**src/rtl/vmem_pkg.sv**
```systemverilog
// vmem_pkg: shared types and limits for the vmem
// multi-channel read controller.
package vmem_pkg;

  localparam int VMEM_MAX_NCH    = 8;
  localparam int VMEM_MAX_RD_LAT = 4;

  typedef enum logic [1:0] {
    IDLE,
    READ,
    RESP
  } vmem_rd_state_e;

  function automatic int idx_w(input int n);
    return (n > 1) ? $clog2(n) : 1;
  endfunction

endpackage

```
**src/rtl/vmem_rr_arb.sv**
```systemverilog
// vmem_rr_arb: combinational round-robin picker, search
// starts one past the last grant and wraps modulo NCH.
module vmem_rr_arb
  import vmem_pkg::*;
#(
  parameter  int NCH = 2,
  localparam int IW  = idx_w(NCH)
) (
  input  logic [NCH-1:0] req,
  input  logic [IW-1:0]  ptr,
  input  logic           en,
  output logic [NCH-1:0] gnt,
  output logic [IW-1:0]  idx
);

  logic found;

  always_comb begin
    gnt   = '0;
    idx   = '0;
    found = 1'b0;
    for (int k = 1; k <= NCH; k++) begin
      if (en && !found && req[(int'(ptr) + k) % NCH]) begin
        found = 1'b1;
        gnt[(int'(ptr) + k) % NCH] = 1'b1;
        idx = IW'((int'(ptr) + k) % NCH);
      end
    end
  end

endmodule

```
**src/rtl/vmem_rd_arb.sv**
```systemverilog
// vmem_rd_arb: round-robin multi-channel read controller
// for the vmem test memory, one read in flight.
module vmem_rd_arb
  import vmem_pkg::*;
#(
  parameter int ADDR_W = 32,
  parameter int DATA_W = 8,
  parameter int NCH    = 2,
  parameter int RD_LAT = 1
) (
  input  logic                  clk,
  input  logic                  rst_n,
  input  logic [NCH-1:0]        req_valid,
  output logic [NCH-1:0]        req_ready,
  input  logic [NCH*ADDR_W-1:0] req_addr,
  output logic [NCH-1:0]        rsp_valid,
  input  logic [NCH-1:0]        rsp_ready,
  output logic [DATA_W-1:0]     rsp_data,
  output logic [ADDR_W-1:0]     mem_raddr,
  input  logic [DATA_W-1:0]     mem_rdata,
  output logic                  busy
);

  localparam int IW = idx_w(NCH);
  localparam int CW = $clog2(RD_LAT + 1);

  if (NCH < 1 || NCH > VMEM_MAX_NCH ||
      RD_LAT < 1 || RD_LAT > VMEM_MAX_RD_LAT) begin : g_bad
    $error("vmem_rd_arb: NCH or RD_LAT out of range");
  end

  vmem_rd_state_e state;
  logic [CW-1:0]  cnt;
  logic [IW-1:0]  ptr;
  logic [IW-1:0]  gidx;
  logic [IW-1:0]  widx;
  logic [NCH-1:0] gnt;

  vmem_rr_arb #(
    .NCH(NCH)
  ) u_arb (
    .req(req_valid),
    .ptr(ptr),
    .en (state == IDLE),
    .gnt(gnt),
    .idx(widx)
  );

  assign req_ready = gnt;
  assign busy      = (state != IDLE);

  always_ff @(posedge clk or negedge rst_n) begin
    if (!rst_n) begin
      state     <= IDLE;
      cnt       <= '0;
      ptr       <= IW'(NCH - 1);
      gidx      <= '0;
      mem_raddr <= '0;
      rsp_data  <= '0;
      rsp_valid <= '0;
    end else begin
      unique case (state)
        IDLE: begin
          if (|gnt) begin
            gidx      <= widx;
            ptr       <= widx;
            mem_raddr <= req_addr[widx*ADDR_W +: ADDR_W];
            cnt       <= '0;
            state     <= READ;
          end
        end
        READ: begin
          if (cnt == CW'(RD_LAT - 1)) begin
            cnt       <= '0;
            rsp_data  <= mem_rdata;
            rsp_valid <= NCH'(1) << gidx;
            state     <= RESP;
          end else begin
            cnt <= cnt + 1'b1;
          end
        end
        RESP: begin
          // only the granted channel's ready can close it
          if (|(rsp_valid & rsp_ready)) begin
            rsp_valid <= '0;
            state     <= IDLE;
          end
        end
        default: state <= IDLE;
      endcase
    end
  end

endmodule
```
**config.mk**
```make
export PLATFORM = sky130hd
export DESIGN_NAME = vmem_rd_arb
export DESIGN_NICKNAME = d
export VERILOG_FILES = /design/src/rtl/vmem_pkg.sv /design/src/rtl/vmem_rr_arb.sv /design/src/rtl/vmem_rd_arb.sv
export SDC_FILE = /design/constraint.sdc
export NUM_CORES = 1
export LEC_CHECK = 0
export BUFFER_PORTS_ARGS = -buffer_cell sky130_fd_sc_hd__buf_2
export CELL_PAD_IN_SITES_DETAIL_PLACEMENT = 1
export CELL_PAD_IN_SITES_GLOBAL_PLACEMENT = 2
export CORE_MARGIN = 2
export CORE_UTILIZATION = 24
export CTS_CLUSTER_SIZE = 40
export DETAILED_ROUTE_END_ITERATION = 8
export GPL_TIMING_DRIVEN = 0
export PLACE_DENSITY_LB_ADDON = 0.1
export SLEW_MARGIN = 20
export SYNTH_ARGS = -nofsm -noshare
export SYNTH_HDL_FRONTEND = slang
export SYNTH_SLANG_ARGS = --single-unit
export TNS_END_PERCENT = 5
```
**constraint.sdc**
```tcl
create_clock -name clk -period 1.4 [get_ports clk]
set_input_delay 0.28 -clock clk [delete_from_list [all_inputs] [get_ports clk]]
set_output_delay 0.28 -clock clk [all_outputs]
set_load 0.1 [all_outputs]
```
==> summary.md <==
| Metric | Value |
|---|---|
| Worst R2R Path Depth | 6 |
| Setup WS post-layout | -0.295 ns |
| Maximum Capacitance Violations | 0 |
| Drt drc | 0 |
| Clock skew | 0.00935 ns |
| CP startpoint | state[0] |
| Yosys Warn Count | 0 |
| Setup violations, final | 36 |
| Gpl congestion | 0.717 |
| TritonCTS buffer count | 5 |
| Final TNS setup | -6.11 ns |
| Deepest clock path buffer count | 2 |
| Clk root buf | clkbuf_8 |
| CP peak stage delay | 0.42 ns |
| Post-synth top area share | between 40% and 50% |
| Share of cells above drive strength 1 | around 52% |
| Pin count of the biggest net entering global routing | 47 |
| Clock Sinks | 46 |
| Critical path destination | req_ready[1] |
| Antenna-violating nets left | 0 |
| Data required, critical path | about 1.1 ns |
| Initial Utilization | around 24% |
| H-tree Lvls | 2 |
| Antenna cell count | 0 |
| Die Span X | slightly above 100 µm |
| Cell variety after synth | 26 |
| Hold-fix buffers, CTS | 0 |
| Total grt overflow | 0 |
| Synth area leader | dfrtp_1 |
| Critical path class | reg -> out |
| Post-Synthesis Cells | 199 |
| Detailed-route via count | between 2000 and 2500 |
| CP endpoint kind | primary output |
| CP Launch Type | flop |
| CP max FO | 4 |
| CP cell instances | nor2_4 > nand3_2 > buf_6 > inv_6 > buf_12 |
| Dpl cells | 453 |
| GRT Overall Usage | between 15 and 20% |
| Die area | around 0.011 mm² |
| Worst EP arrival | 1.42 ns |
| Asr flop ratio synth | 100% |
| Die height | 103 µm |
| RSZ-0062 raised after global routing | true |
| CTS tree | done |
| Failing checks | negative hold slack, negative setup slack |
| Core Footprint | 0.00964 mm² |
| Mapped Area | between 0.002 and 0.0025 mm² |
| FP Rows | 36 |
| F_max | between 500 and 600 MHz |
| DR pass1 iterations | 4 |
| Mean routed wirelength per cell | 17.6 µm |
| Top FF cell, synth | dfrtp_1 |
| Fin. max-slew vios | 0 |
| Clk slew on worst S/H paths | 0.10 ns |
| Final hold vios | 45 |
| Outcome | complete, but fails checks |
| Syn_nets | 277 |
| Least-Margin Pin Slew | ~0.6 ns |
| Period utilization | 121% |
| Period minus WS final | around 1.7 ns |
| Most common cell in the netlist | dfrtp_1 |
| Initial DRC Count | 41 |
| Clk_lat worst skew | just over 0.3 ns |
| Post-DP HPWL | between 5000 and 6000 µm |
| Yosys reg bits | 46 |
| Worst hold slack | -0.0219 ns |
| I/O pins | 123 |
| Area grow syn2layout | 53.3% |
| Top cells by area, synth | dfrtp_1 (48%), a221o_1 (14%), and4_1 (12%), nor3b_1 (10%), mux2_1 (2.9%) |
| Commonest cells post-synth | dfrtp_1 (45), a221o_1 (32), and4_1 (32), nor3b_1 (32), buf_2 (11) |
| Number of synthesized flops with an enable pin | 0 |
| Antenna violations before repair | 0 |
| HP Class | in -> async |
| Vias per cell | 4.77 |
| Nets@finish | 421 |
| Reg2reg end | mem_raddr[31] |
| Total wire length | between 8000 and 9000 µm |
| First-pass GRT wire length | approximately 13000 µm |
| Mean Syn Cell Area | 11.8 µm² |
| Headroom to the max-slew limit | ~60% |
| Non-Filler Instances | roughly 480 |
| Port bufs | between 100 and 150 |
| Crit-path slowest cell | dfrtp_1 |
| Sequential share of the synthesized area | between 40% and 50% |
| Vias in the first global route | 2412 |
| RR Startpoint | state[0] |
| Worst R2R Setup Slack | -0.21 ns |
routing by layer:
layer / vias up / track usage, % / part of all wire, % / routed length, µm
li1: 1084 / - / - / -
met1: 1117 / 22.3 / 47 / 3960
met2: 69 / 25.2 / 47 / 3930
met3: 6 / 3.66 / 5.1 / 431
met4: 0 / 3.34 / 0.83 / 70
met5: - / 0 / 0 / 0
cells in the final DEF (no fill, tap or decap):
cell type,n
clkbuf_4,18
nand2b_1,1
nand2_1,1
mux2_1,6
clkbuf_1,2
a22oi_1,1
a221oi_1,1
clkinv_4,1
buf_2,84
o21ai_4,1
nor3b_1,32
inv_4,1
nor2_4,2
o21ai_0,3
clkbuf_16,1
inv_1,4
dfstp_2,1
dfrtp_2,1
inv_6,2
mux2_2,2
clkbuf_2,6
and4_1,32
nor2_2,1
buf_12,4
buf_4,36
dfrtp_1,44
nor2_1,2
nand3_2,1
buf_8,1
a221o_1,32
nand2_2,1
clkbuf_8,5
o22ai_1,1
clkinvlp_4,1
nand3_1,1
a21o_1,2
a21oi_1,1
buf_6,8
state kept, by name, summed over array words and instances (netlist names):
register	flops
mem_raddr	32
rsp_data	8
rsp_valid	2
state	2
gidx	1
ptr	1
worst max-delay path, delay by kind of cell, from the launching register on:
| kind | cells | cell delay (ns) |
|---|---|---|
| flip-flops | 1 | 0.42 |
| AND/OR/NAND/NOR | 2 | 0.33 |
| buffers and inverters | 3 | 0.35 |
stage by stage:
step	setup WS, ns	hold slack [ns]	util (%)	area, µm²
after detailed placement	-0.558	0.350	32.6	3140
after global routing	-0.364	0.0208	37.2	3590
after CTS	-0.308	0.00541	35.8	3450
after global placement	-0.553	0.468	32.5	3140
final	-0.295	-0.0219	37.2	3590
after floorplan	-0.241	-0.0156	-	2360
area by class of cell:
class,instances,area (µm²)
Buffer,23,178
Clock buffer,5,68.8
Clock inverter,3,25.0
Fill cell,1151,6050
Inverter,6,30.0
Multi-Input combinational cell,124,1070
Sequential cell,46,1150
Tap cell,133,166
Timing Repair Buffer,137,896
kinds of logic after synthesis:
group | after synthesis | synth area share, %
flip-flops | 46 | 49.2
multiplexers | 8 | 3.85
AO/OA/AOI/OAI | 42 | 16.5
buffers and inverters | 29 | 5.72
AND/OR/NAND/NOR | 74 | 24.7
worst min-delay path by stage:
stage                          endpoint  slack (ns)
final                      mem_raddr[3]       -0.02
after global routing      mem_raddr[28]        0.02
after global placement      rsp_data[4]        0.47
after detailed placement  mem_raddr[16]        0.35
after floorplan                    gidx       -0.02
after CTS                   rsp_data[5]       0.005
repair_timing:
item | in CTS | in global routing
setup buffers | 10 | 5
pin swaps | 2 | 26
resized for setup | 49 | 36
hold endpoints to repair | 0 | 0
endpoints found under the setup margin | 58 | 57
cloned | 0 | 2
Power is not shown: default switching activity piles up to over one toggle a cycle in this logic, so the estimate is an artifact.
